`src/rtl/tpu_pkg.sv`:
```
// -----------------------------------------------------------------------------
// tpu_pkg
//   Shared definitions for the systolic-array front end.
//   - feed_state_e : state encoding of the operand feeder FSM
//   - FEED_CYC / DRAIN_CYC : skew-feed and drain lengths for the default
//     2x2 grid, plus helper functions that derive them for any N
// -----------------------------------------------------------------------------
package tpu_pkg;

  typedef enum logic [2:0] {
    ST_LOAD  = 3'd0,
    ST_CLEAR = 3'd1,
    ST_FEED  = 3'd2,
    ST_DRAIN = 3'd3,
    ST_DONE  = 3'd4
  } feed_state_e;

  localparam int N_DEFAULT = 2;

  // A skewed NxN feed takes 2N-1 cycles; the last operand then needs N-1
  // more hops to reach PE(N-1,N-1).
  localparam int FEED_CYC  = 2 * N_DEFAULT - 1;
  localparam int DRAIN_CYC = N_DEFAULT - 1;

  function automatic int feed_cyc(input int n);
    return 2 * n - 1;
  endfunction

  function automatic int drain_cyc(input int n);
    return n - 1;
  endfunction

endpackage

```
`src/rtl/systolic_feeder.sv`:
```
// -----------------------------------------------------------------------------
// systolic_feeder
//   Collects two NxN operand matrices (A then B, both row-major) from a host
//   stream, then drives them skewed into the west (a_lanes) and north
//   (b_lanes) edges of an NxN output-stationary PE grid.
//
//   Sequence: LOAD -> CLEAR (1) -> FEED (2N-1) -> DRAIN (N-1) -> DONE (1)
//
// Ports
//   clk, rst_n   : clock, asynchronous active-low reset
//   in_valid     : host operand valid
//   in_ready     : feeder accepts an operand this cycle
//   in_data      : operand value
//   flush        : synchronous abort back to LOAD
//   a_lanes      : row lanes to PE column 0, lane i at [i*WIDTH +: WIDTH]
//   b_lanes      : column lanes to PE row 0, lane j at [j*WIDTH +: WIDTH]
//   arr_clear    : accumulator clear to every PE
//   busy         : high during CLEAR, FEED and DRAIN
//   done         : one-cycle pulse, accumulators hold the final products
//
// Handshake: an operand transfers on a rising edge where in_valid and
// in_ready are both high; in_data must be stable while in_valid is high.
// in_ready depends only on registered state, never on in_valid.
//
// All grid-facing outputs are registered from the current state, so the
// visible phases (arr_clear, lanes, done) trail the state register by one
// cycle. in_ready is masked while done is still visible so that a new load
// never starts before the host has seen the pulse.
// -----------------------------------------------------------------------------
module systolic_feeder
  import tpu_pkg::*;
#(
  parameter int WIDTH = 8,
  parameter int N     = 2
) (
  input  logic                 clk,
  input  logic                 rst_n,
  input  logic                 in_valid,
  output logic                 in_ready,
  input  logic [WIDTH-1:0]     in_data,
  input  logic                 flush,
  output logic [N*WIDTH-1:0]   a_lanes,
  output logic [N*WIDTH-1:0]   b_lanes,
  output logic                 arr_clear,
  output logic                 busy,
  output logic                 done
);

  localparam int N_OPS     = 2 * N * N;
  localparam int LOAD_W    = $clog2(N_OPS);
  localparam int FEED_LEN  = feed_cyc(N);
  localparam int DRAIN_LEN = drain_cyc(N);
  localparam int CNT_W     = $clog2(FEED_LEN);

  localparam logic [LOAD_W-1:0] LOAD_LAST  = LOAD_W'(N_OPS - 1);
  localparam logic [CNT_W-1:0]  FEED_LAST  = CNT_W'(FEED_LEN - 1);
  localparam logic [CNT_W-1:0]  DRAIN_LAST = CNT_W'(DRAIN_LEN - 1);

  // B matrix starts right after the N*N entries of A.
  localparam int B_BASE = N * N;

  feed_state_e state_q, state_d;
  logic [LOAD_W-1:0] load_cnt_q, load_cnt_d;
  logic [CNT_W-1:0]  feed_cnt_q, feed_cnt_d;
  logic [WIDTH-1:0]  mem_q [N_OPS];
  logic [WIDTH-1:0]  mem_d [N_OPS];

  logic [N*WIDTH-1:0] a_lanes_q, a_lanes_d;
  logic [N*WIDTH-1:0] b_lanes_q, b_lanes_d;
  logic               arr_clear_q, arr_clear_d;
  logic               busy_q, busy_d;
  logic               done_q, done_d;

  logic in_hs;

  assign in_ready = (state_q == ST_LOAD) && !done_q;
  assign in_hs    = in_valid && in_ready;

  assign a_lanes   = a_lanes_q;
  assign b_lanes   = b_lanes_q;
  assign arr_clear = arr_clear_q;
  assign busy      = busy_q;
  assign done      = done_q;

  always_comb begin
    state_d     = state_q;
    load_cnt_d  = load_cnt_q;
    feed_cnt_d  = feed_cnt_q;
    mem_d       = mem_q;
    a_lanes_d   = '0;
    b_lanes_d   = '0;
    arr_clear_d = 1'b0;
    busy_d      = 1'b0;
    done_d      = 1'b0;

    unique case (state_q)
      ST_LOAD: begin
        if (in_hs) begin
          mem_d[load_cnt_q] = in_data;
          if (load_cnt_q == LOAD_LAST) begin
            state_d    = ST_CLEAR;
            load_cnt_d = '0;
          end else begin
            load_cnt_d = load_cnt_q + 1'b1;
          end
        end
      end

      ST_CLEAR: begin
        arr_clear_d = 1'b1;
        busy_d      = 1'b1;
        state_d     = ST_FEED;
        feed_cnt_d  = '0;
      end

      ST_FEED: begin
        busy_d = 1'b1;
        // Row i is delayed by i cycles: at step t lane i carries A[i][t-i].
        // Column j likewise carries B[t-j][j]. Loops use constant indices
        // into storage and pick the single (i,k) pair that matches t.
        for (int i = 0; i < N; i++) begin
          for (int k = 0; k < N; k++) begin
            if (int'(feed_cnt_q) == i + k) begin
              a_lanes_d[i*WIDTH +: WIDTH] = mem_q[i*N + k];
            end
          end
        end
        for (int j = 0; j < N; j++) begin
          for (int r = 0; r < N; r++) begin
            if (int'(feed_cnt_q) == r + j) begin
              b_lanes_d[j*WIDTH +: WIDTH] = mem_q[B_BASE + r*N + j];
            end
          end
        end
        if (feed_cnt_q == FEED_LAST) begin
          state_d    = ST_DRAIN;
          feed_cnt_d = '0;
        end else begin
          feed_cnt_d = feed_cnt_q + 1'b1;
        end
      end

      ST_DRAIN: begin
        busy_d = 1'b1;
        if (feed_cnt_q == DRAIN_LAST) begin
          state_d    = ST_DONE;
          feed_cnt_d = '0;
        end else begin
          feed_cnt_d = feed_cnt_q + 1'b1;
        end
      end

      ST_DONE: begin
        done_d  = 1'b1;
        state_d = ST_LOAD;
      end

      default: begin
        state_d = ST_LOAD;
      end
    endcase

    // Abort wins over everything, including a handshake in this cycle:
    // that operand is dropped and loading restarts at element 0.
    if (flush) begin
      state_d     = ST_LOAD;
      load_cnt_d  = '0;
      feed_cnt_d  = '0;
      mem_d       = mem_q;
      a_lanes_d   = '0;
      b_lanes_d   = '0;
      arr_clear_d = 1'b0;
      busy_d      = 1'b0;
      done_d      = 1'b0;
    end
  end

  always_ff @(posedge clk or negedge rst_n) begin
    if (!rst_n) begin
      state_q     <= ST_LOAD;
      load_cnt_q  <= '0;
      feed_cnt_q  <= '0;
      for (int i = 0; i < N_OPS; i++) begin
        mem_q[i] <= '0;
      end
      a_lanes_q   <= '0;
      b_lanes_q   <= '0;
      arr_clear_q <= 1'b0;
      busy_q      <= 1'b0;
      done_q      <= 1'b0;
    end else begin
      state_q     <= state_d;
      load_cnt_q  <= load_cnt_d;
      feed_cnt_q  <= feed_cnt_d;
      for (int i = 0; i < N_OPS; i++) begin
        mem_q[i] <= mem_d[i];
      end
      a_lanes_q   <= a_lanes_d;
      b_lanes_q   <= b_lanes_d;
      arr_clear_q <= arr_clear_d;
      busy_q      <= busy_d;
      done_q      <= done_d;
    end
  end

endmodule
```
`config.mk`:
```
export PLATFORM = sky130hd
export DESIGN_NAME = systolic_feeder
export DESIGN_NICKNAME = d
export VERILOG_FILES = /design/src/rtl/tpu_pkg.sv /design/src/rtl/systolic_feeder.sv
export SDC_FILE = /design/constraint.sdc
export NUM_CORES = 1
export LEC_CHECK = 0
export CORE_ASPECT_RATIO = 1.2
export CORE_UTILIZATION = 25
export CTS_CLUSTER_DIAMETER = 100
export CTS_CLUSTER_SIZE = 20
export DETAILED_ROUTE_END_ITERATION = 8
export GPL_ROUTABILITY_DRIVEN = 1
export HOLD_SLACK_MARGIN = 0.06
export SLEW_MARGIN = 30
export SYNTH_ARGS = -nofsm -noshare
export SYNTH_HDL_FRONTEND = slang
export SYNTH_SLANG_ARGS = --single-unit
```
`constraint.sdc`:
```
create_clock -name clk -period 2.17 [get_ports clk]
set_clock_uncertainty 0.1 [all_clocks]
set_input_delay 0.3255 -clock clk [delete_from_list [all_inputs] [get_ports clk]]
set_output_delay 0.3255 -clock clk [all_outputs]
set_load 0.02 [all_outputs]
```
==> flow_summary.toml, run 1 <==
[status]
status = "complete, no violations"

[floorplanning]
start_util_pct = 25.6
fp.dieW_um = 122
io_pins = 48
die_h_um = 146
die_area_um2 = 17900
rows = 52
core_area_um2 = 16900

[clocking]
cts_buffer_depth = 2
clock-root-buffer = "clkbuf_16"
cts_num_sinks = 107
numCtsBuffers = 9
cts_tree = "built"
htreeDepth = 3
worstSkewPairLatency_ns = 0.34
path_clk_slew_ns = 0.07
postCtsSetupRepairBufs = 0

[place]
place_area_um2 = 5140
gp_congestion = 0.749
io_buffers = 47
dp_hpwl_um = 6240
pre_cts_ws_ns = -0.291

[flow_run]
cap_violations = 0

[critical_path]
crit_fanout = 8
timing.rr.end = "mem_q[47]"
arrival_ns = 2.23
rr_worst_depth = 3
reg2reg_slack_ns = 0.07
slowest_stage = "or4_4"
reg2reg_from = "state_q[2]"
max_stage_delay_ns = 0.61
cp-start-kind = "primary input"
worst_ep_required_time_ns = 2.30
cp-end-kind = "register"
critPathKind = "primary input to register"
cp_cell_sequence = "clkdlybuf4s50_1 -> or3b_2 -> or4_4 -> mux2_4"

[power_and_ir_drop]
pwr-share-clk_pct = 37.5
power_density_nw_per_um2 = 765
swShare_pct = 22.7
power_frac_seq_pct = 54.2
combPwrFrac_pct = 8.3
ir_drop_uv = 341
p_int_mw = 3.21
total_power_mw = 4.16
switchingPower_uw = 943
p_leak_nw = 2.43

[routing]
wl_um = 9080
drc = 0
drtIter0Drc = 106
dr.pass1.iters = 4
vias = 2650
avgRoutedWirePerCell_um = 15.3
vias_per_cell = 4.46
ant_nets = 0

[final_layout]
design_area_um2 = 5430
seqCellArea_um2 = 2680
drive_gt1_share_pct = 29.4
num-fill-cells = 1716
diodes = 0
multi_input_area_um2 = 1520
synthToLayoutAreaGrowth_pct = 25.4
fin_nets = 391

[yosys]
synth.distinct_cells = 37
ys_top_cells_by_area = "dfrtp_1 62%, mux2_2 15%, a22oi_1 5.9%, nor2_1 3.1%, mux2_4 2.8%"
postSynthCellCount = 314
ys_ff_latch = 107
synth_area_per_cell_um2 = 13.8
syn_nets = 332
ys_seq_area_share_pct = 61.8
synth_top_cell_area_share_pct = 61.8
yosys.area.top_type = "dfrtp_1"
yosys_warnings = 0
syn_area_um2 = 4330

[timing]
relSlewSlack_pct = 48.2
setup_viol = 0
slew_violations = 0
min_period_ns = 2.11
fin_hold_ws_ns = 0.393
tightestPinTransition_ns = 0.774
rsz0062_at_grt = "false"
fin_crit_sh_pct = 97.0
finalHoldViolCount = 0
setup_ws_ns = 0.0644
fmax_mhz = 475

[global_routing]
antenna_found_initial = 0
grt_max_degree = 50
grt_pass1_vias = 2857
grt_pass1_wl_um = 14900
gr-total-overflow = 0
grt_usage_pct = 10.8

[hold_path]
hp-class = "primary input to asynchronous set/reset pin"
-- power by group through the flow --
stage | clock [mW] | combinational [mW] | sequential, mW
after floorplan | 0 | 0.237 | 2.26
after global placement | 0 | 0.336 | 2.28
after detailed placement | 0 | 0.351 | 2.29
after CTS | 1.60 | 0.353 | 2.25
after global routing | 1.69 | 0.380 | 2.27
final | 1.56 | 0.346 | 2.25
-- repair_timing --
action / 4_1_cts / 5_1_grt
hold endpoints to repair: 34 / 0
endpoints found under the setup margin: 1 / 0
gates resized for setup: 1 / 0
hold buffers: 1 / 0
-- cells by family (layout without fill, tap and decap cells) --
kind of cell	count (synthesis)	in the layout	share of synthesized area, %
buf+inv	25	89	3.06
mux	66	66	17.9
compound gates	44	44	7.28
fa+ha+maj	6	6	1.73
simple gates	66	66	8.26
flops	107	107	61.8
-- area by class of cell --
type / instances / share of cell area (%)
tap: 216 / 4.97
multi-input combinational: 182 / 28.0
inverter: 4 / 0.276
clock buffer: 11 / 4.65
timing repair buffer: 69 / 12.1
clock inverter: 5 / 0.645
sequential: 107 / 49.3
-- cells in the final DEF, fill, tap and decap left out, types with 3 or more instances in the layout --
| cell | synthesis | routed |
|---|---|---|
| a21oi_1 | 3 | 3 |
| a22oi_1 | 34 | 34 |
| buf_4 | 0 | 20 |
| clkbuf_16 | 0 | 9 |
| clkdlybuf4s50_1 | 0 | 45 |
| dfrtp_1 | 107 | 107 |
| ha_1 | 6 | 6 |
| inv_1 | 4 | 4 |
| mux2_2 | 58 | 58 |
| mux2_4 | 8 | 8 |
| nand2_1 | 3 | 3 |
| nand3_1 | 3 | 3 |
| nand4b_1 | 4 | 4 |
| nor2_1 | 36 | 36 |
| o21ai_0 | 3 | 3 |
-- worst max-delay path, delay by kind of cell --
kind / cells / cell delay [ns]
buf+inv: 1 / 0.47
mux: 1 / 0.34
simple gates: 2 / 1.09
-- through the flow --
stage / instances / utilization (%) / TNS (ns)
after CTS: 594 / 32.1 / 0
final: 594 / 32.1 / 0
after floorplan: 314 / - / -0.468
after global placement: 577 / 30.4 / -6.87
after detailed placement: 577 / 30.4 / -6.12
after global routing: 594 / 32.1 / 0
-- state kept, by name, indices dropped and copies added (netlist names) --
| register | cells |
|---|---|
| a_lanes | 16 |
| arr_clear | 1 |
| b_lanes | 16 |
| busy | 1 |
| done | 1 |
| feed_cnt_q | 2 |
| load_cnt_q | 3 |
| mem_q | 64 |
| state_q | 3 |
-- worst max-delay path by stage --
stage	startpoint	endpoint	slack (ns)	cells after the start
floorplan	state_q[2]	mem_q[40]	-0.05	6
global placement	flush	mem_q[42]	-0.26	4
detailed placement	flush	mem_q[43]	-0.29	4
CTS	state_q[2]	mem_q[43]	0.08	3
global route	state_q[2]	mem_q[43]	0.03	3
finish	flush	mem_q[47]	0.06	4
-- routing by layer --
metal	GRT usage, %	part of all wire, %
met1	13.7	46
met2	17.8	49
met3	3.16	3.8
met4	3.11	1.2
met5	0	0
-- cells in the mapped netlist, drive strengths merged --
master and n:
nor3 4, nor2b 2, dfrtp 107, buf 7
a22oi 34, nor4b 2, nand4b 4, o21ai 3
nand4 1, o21bai 1, mux2 66, and2 1
nor2 36, o21a 1, nand2 3, or3b 1
clkdlybuf4s15 1, and2b 1, ha 6, inv 4
or3 1, nor3b 1, a21oi 3, or4b 1
nor4 2, or4 3, nand3 3, clkbuf 13
a21boi 1, o211ai 1
(Power assumes the default switching activity.)
==> run 2: changes to the inputs <==
--- a/config.mk
+++ b/config.mk
@@ -6,6 +6,7 @@
 export NUM_CORES = 1
 export LEC_CHECK = 0
 export CORE_ASPECT_RATIO = 1.2
+export CORE_MARGIN = 5
 export CORE_UTILIZATION = 25
 export CTS_CLUSTER_DIAMETER = 100
 export CTS_CLUSTER_SIZE = 20
==> run 2 against run 1 <==
  * Final cell count up 0.34%
  * Non-clock buffer count up 2
  * Final area is 0.76% higher
  * Largest cell class unchanged
==> flow_summary.toml, run 2 (same netlist as run 1, synthesis figures left out) <==
[status]
status = "complete, no violations"

[critical_path]
worst_ep_required_time_ns = 2.30
rr_worst_depth = 4
reg2reg_slack_ns = 0.09
crit_fanout = 8
arrival_ns = 2.21
cp-start-kind = "primary input"
cp-end-kind = "register"
critPathKind = "primary input to register"

[clocking]
htreeDepth = 3
cts_buffer_depth = 2
path_clk_slew_ns = 0.07
clock-root-buffer = "clkbuf_16"
cts_tree = "built"
cts_num_sinks = 107
numCtsBuffers = 9
worstSkewPairLatency_ns = 0.34

[final_layout]
num-fill-cells = 1672
utilization_pct = 32.2
diodes = 0
largest_reg_flops = 64
drive_gt1_share_pct = 29.2
final_common_cell = "dfrtp_1"
final_cell_mix = "107 x dfrtp_1, 58 x mux2_2, 45 x clkdlybuf4s50_1, 36 x nor2_1, 34 x a22oi_1"
top_register = "mem_q"
fin_nets = 393
synthToLayoutAreaGrowth_pct = 26.4

[timing]
setup_viol = 0
fmax_mhz = 481
setup_ws_ns = 0.0911
finalHoldViolCount = 0
tightestPinTransition_ns = 0.512
slew_violations = 0
fin_hold_ws_ns = 0.394
fin_crit_sh_pct = 95.8
min_period_ns = 2.08
relSlewSlack_pct = 65.9
rsz0062_at_grt = "false"

[power_and_ir_drop]
power_frac_seq_pct = 53.1
total_power_mw = 4.24
p_int_mw = 3.31
pwr-share-clk_pct = 38.6
power_density_nw_per_um2 = 774
switchingPower_uw = 934
combPwrFrac_pct = 8.3
swShare_pct = 22.0
p_leak_nw = 2.45
ir_drop_uv = 316

[routing]
drtIter0Drc = 156
vias_per_cell = 4.47
drc = 0
avgRoutedWirePerCell_um = 15.4
dr.pass1.iters = 4
wl_um = 9200
vias = 2666
ant_nets = 0

[place]
pre_cts_ws_ns = -0.284
gp_congestion = 0.741
io_buffers = 47
dp_hpwl_um = 6360

[floorplanning]
rows = 52
fp.dieW_um = 130
start_util_pct = 25.5
die_area_um2 = 20100
core_area_um2 = 17000
die_h_um = 154
io_pins = 48

[global_routing]
grt_usage_pct = 9.75
grt_pass1_wl_um = 15400
grt_max_degree = 40
gr-total-overflow = 0
antenna_found_initial = 0
grt_pass1_vias = 2999

[hold_path]
hp-class = "primary input to asynchronous set/reset pin"

[flow_run]
cap_violations = 0
-- run 2: area by class of cell --
type,instances,area (um^2),share of cell area (%)
flip-flops and latches,107,2680,48.9
well taps,216,270,4.94
multi-input cells,182,1520,27.8
clock inverters,5,61.3,1.12
repair buffers,71,687,12.5
inverters,4,15.0,0.274
clock buffers,11,243,4.43
-- run 2: power groups by stage --
stage               Clock, mW  Combinational, mW  Sequential, mW
CTS                      1.69              0.359            2.25
floorplan                   0              0.237            2.26
finish                   1.64              0.350            2.25
global placement            0              0.340            2.28
global route             1.77              0.388            2.27
detailed placement          0              0.356            2.29
-- run 2: final timing paths --
| kind | startpoint | end |
|---|---|---|
| worst max-delay path | flush | mem_q[42] |
| worst min-delay path | rst_n | busy |
| worst max register to register | state_q[2] | mem_q[60] |
| worst min register to register | mem_q[16] | mem_q[16] |
| max in group asynchronous | rst_n | b_lanes[11] |
| min in group clk | mem_q[16] | mem_q[16] |
-- run 2: timing repair --
action / CTS / global route
endpoints found under the hold margin: 35 / 0
hold buffers: 1 / 0
endpoints found under the setup margin: 1 / 0
buffers inserted: 0 / 0
gates resized for setup: 1 / 0
-- run 2: metal layers --
layer	vias to the layer above	track usage (%)	part of all wire [%]
li1	1245	-	-
met1	1372	12.0	44
met2	40	16.3	51
met3	9	2.38	3.2
met4	0	3.86	2.0
met5	-	0	0
-- run 2: through the flow --
step / std cells / TNS, ns / instance area [um^2]
2_1_floorplan: 314 / -0.468 / 4340
3_3_place_gp: 579 / -6.92 / 5160
3_5_place_dp: 579 / -7.82 / 5160
4_1_cts: 596 / 0 / 5480
5_1_grt: 596 / 0 / 5480
6_report: 596 / 0 / 5480
-- run 2: critical path: stages --
cell	delay, ns
clkdlybuf4s50_1	0.46
or3b_2	0.48
or4_4	0.61
mux2_4	0.33
==> run 3: changes to the inputs <==
--- a/config.mk
+++ b/config.mk
@@ -6,7 +6,7 @@
 export NUM_CORES = 1
 export LEC_CHECK = 0
 export CORE_ASPECT_RATIO = 1.2
-export CORE_MARGIN = 5
+export CORE_MARGIN = 3
 export CORE_UTILIZATION = 25
 export CTS_CLUSTER_DIAMETER = 100
 export CTS_CLUSTER_SIZE = 20
==> run 3 against run 2 <==
  * Sequential share of layout area increased by 0.19 points
  * Core utilization about the same
  * Largest power group unchanged
  * Critical path type unchanged
  * Hold slack worse by 0.035 ns
  * Largest cell class unchanged
==> flow_summary.toml, run 3 (same netlist as run 1, synthesis figures left out) <==
[critical_path]
crit_fanout = 8
cp-start-kind = "primary input"
max_stage_delay_ns = 0.62
arrival_ns = 2.21
reg2reg_slack_ns = 0.09
reg2reg_from = "state_q[2]"
rr_worst_depth = 4
slowest_stage = "or4_4"
cp-end-kind = "register"
cp_cell_sequence = "clkdlybuf4s50_1 -> or3b_2 -> or4_4 -> mux2_4"
critPathKind = "primary input to register"
worst_ep_required_time_ns = 2.30
timing.rr.end = "mem_q[60]"

[routing]
avgRoutedWirePerCell_um = 15.0
dr.pass1.iters = 4
drc = 0
vias_per_cell = 4.47
drtIter0Drc = 114
wl_um = 8960
ant_nets = 0
vias = 2669

[place]
io_buffers = 47
dp_hpwl_um = 6270
place_area_um2 = 5160
gp_congestion = 0.747

[clocking]
htreeDepth = 3
cts_buffer_depth = 2
postCtsSetupRepairBufs = 0
cts_num_sinks = 107
clock-root-buffer = "clkbuf_16"
cts_tree = "built"
worstSkewPairLatency_ns = 0.34
numCtsBuffers = 9
path_clk_slew_ns = 0.07

[timing]
rsz0062_at_grt = "false"
finalHoldViolCount = 0
setup_viol = 0
min_period_ns = 2.09
fin_crit_sh_pct = 96.2
fmax_mhz = 479
tightestPinTransition_ns = 0.424
slew_violations = 0
relSlewSlack_pct = 71.6

[final_layout]
fin_nets = 394
synthToLayoutAreaGrowth_pct = 25.9
num-fill-cells = 1735
top_register = "mem_q"
final_cell_mix = "107 x dfrtp_1, 58 x mux2_2, 45 x clkdlybuf4s50_1, 36 x nor2_1, 34 x a22oi_1"
final_common_cell = "dfrtp_1"
largest_reg_flops = 64
utilization_pct = 32.2
drive_gt1_share_pct = 29.7
design_area_um2 = 5450
diodes = 0

[floorplanning]
die_area_um2 = 18900
core_area_um2 = 16900
die_h_um = 150
io_pins = 48
fp.dieW_um = 126
rows = 52
start_util_pct = 25.6

[global_routing]
antenna_found_initial = 0
grt_max_degree = 47
grt_usage_pct = 10.2
gr-total-overflow = 0
grt_pass1_vias = 2897
use_met1_pct = 13.0
grt_use_met3_pct = 1.95
grt_pass1_wl_um = 15300
gr-max-usage-layer = "met2"
grt_use_met2_pct = 17.3

[flow_run]
cap_violations = 0

[status]
status = "complete, no violations"

[hold_path]
hp-class = "primary input to asynchronous set/reset pin"

[power_and_ir_drop]
total_power_mw = 4.16
ir_drop_uv = 378
p_leak_nw = 2.44
power_density_nw_per_um2 = 763
## run 3: how the worst max path moves through the flow
stage               slack, ns        end       start
detailed placement      -0.27  mem_q[63]    in_valid
floorplan               -0.05  mem_q[40]  state_q[2]
global route             0.02   mem_q[6]  state_q[2]
global placement        -0.25  mem_q[42]       flush
finish                   0.08  mem_q[46]       flush
CTS                      0.09  mem_q[60]  state_q[2]
## run 3: power by group
part	internal (mW)	switching [mW]	total, mW
Combinational	0.210	0.138	0.348
Sequential	2.16	0.0927	2.25
Clock	0.845	0.715	1.56
## run 3: worst max-delay path, delay by kind of cell
| kind | cells | cell delay, ns |
|---|---|---|
| multiplexers | 1 | 0.33 |
| AND/OR/NAND/NOR | 2 | 1.10 |
| buffers and inverters | 1 | 0.46 |
## run 3: layout make-up
cell class	instances	area, um^2	area share, %
Timing Repair Buffer	72	682	12.5
Tap cell	216	270	4.96
Clock buffer	11	253	4.63
Clock inverter	5	35.0	0.642
Inverter	4	15.0	0.275
Multi-Input combinational cell	182	1520	27.9
Sequential cell	107	2680	49.1
## run 3: through the flow
step           hold slack [ns]  setup TNS, ns  setup slack [ns]  cells
2_1_floorplan          -0.0701         -0.468           -0.0508    314
3_3_place_gp             0.187          -6.88            -0.253    580
3_5_place_dp             0.192          -7.81            -0.267    580
4_1_cts                  0.365              0            0.0907    597
5_1_grt                  0.389              0            0.0239    597
6_report                 0.359              0            0.0825    597
## run 3: what timing repair did
item,4_1_cts,5_1_grt
hold endpoints to repair,30,0
hold buffers,1,0
setup endpoints to repair,1,0
gates resized for setup,1,0
## run 3: per-layer routing
metal | wire, um | vias up
li1 | - | 1246
met1 | 4060 | 1368
met2 | 4510 | 45
met3 | 247 | 10
met4 | 143 | 0
met5 | 0 | -
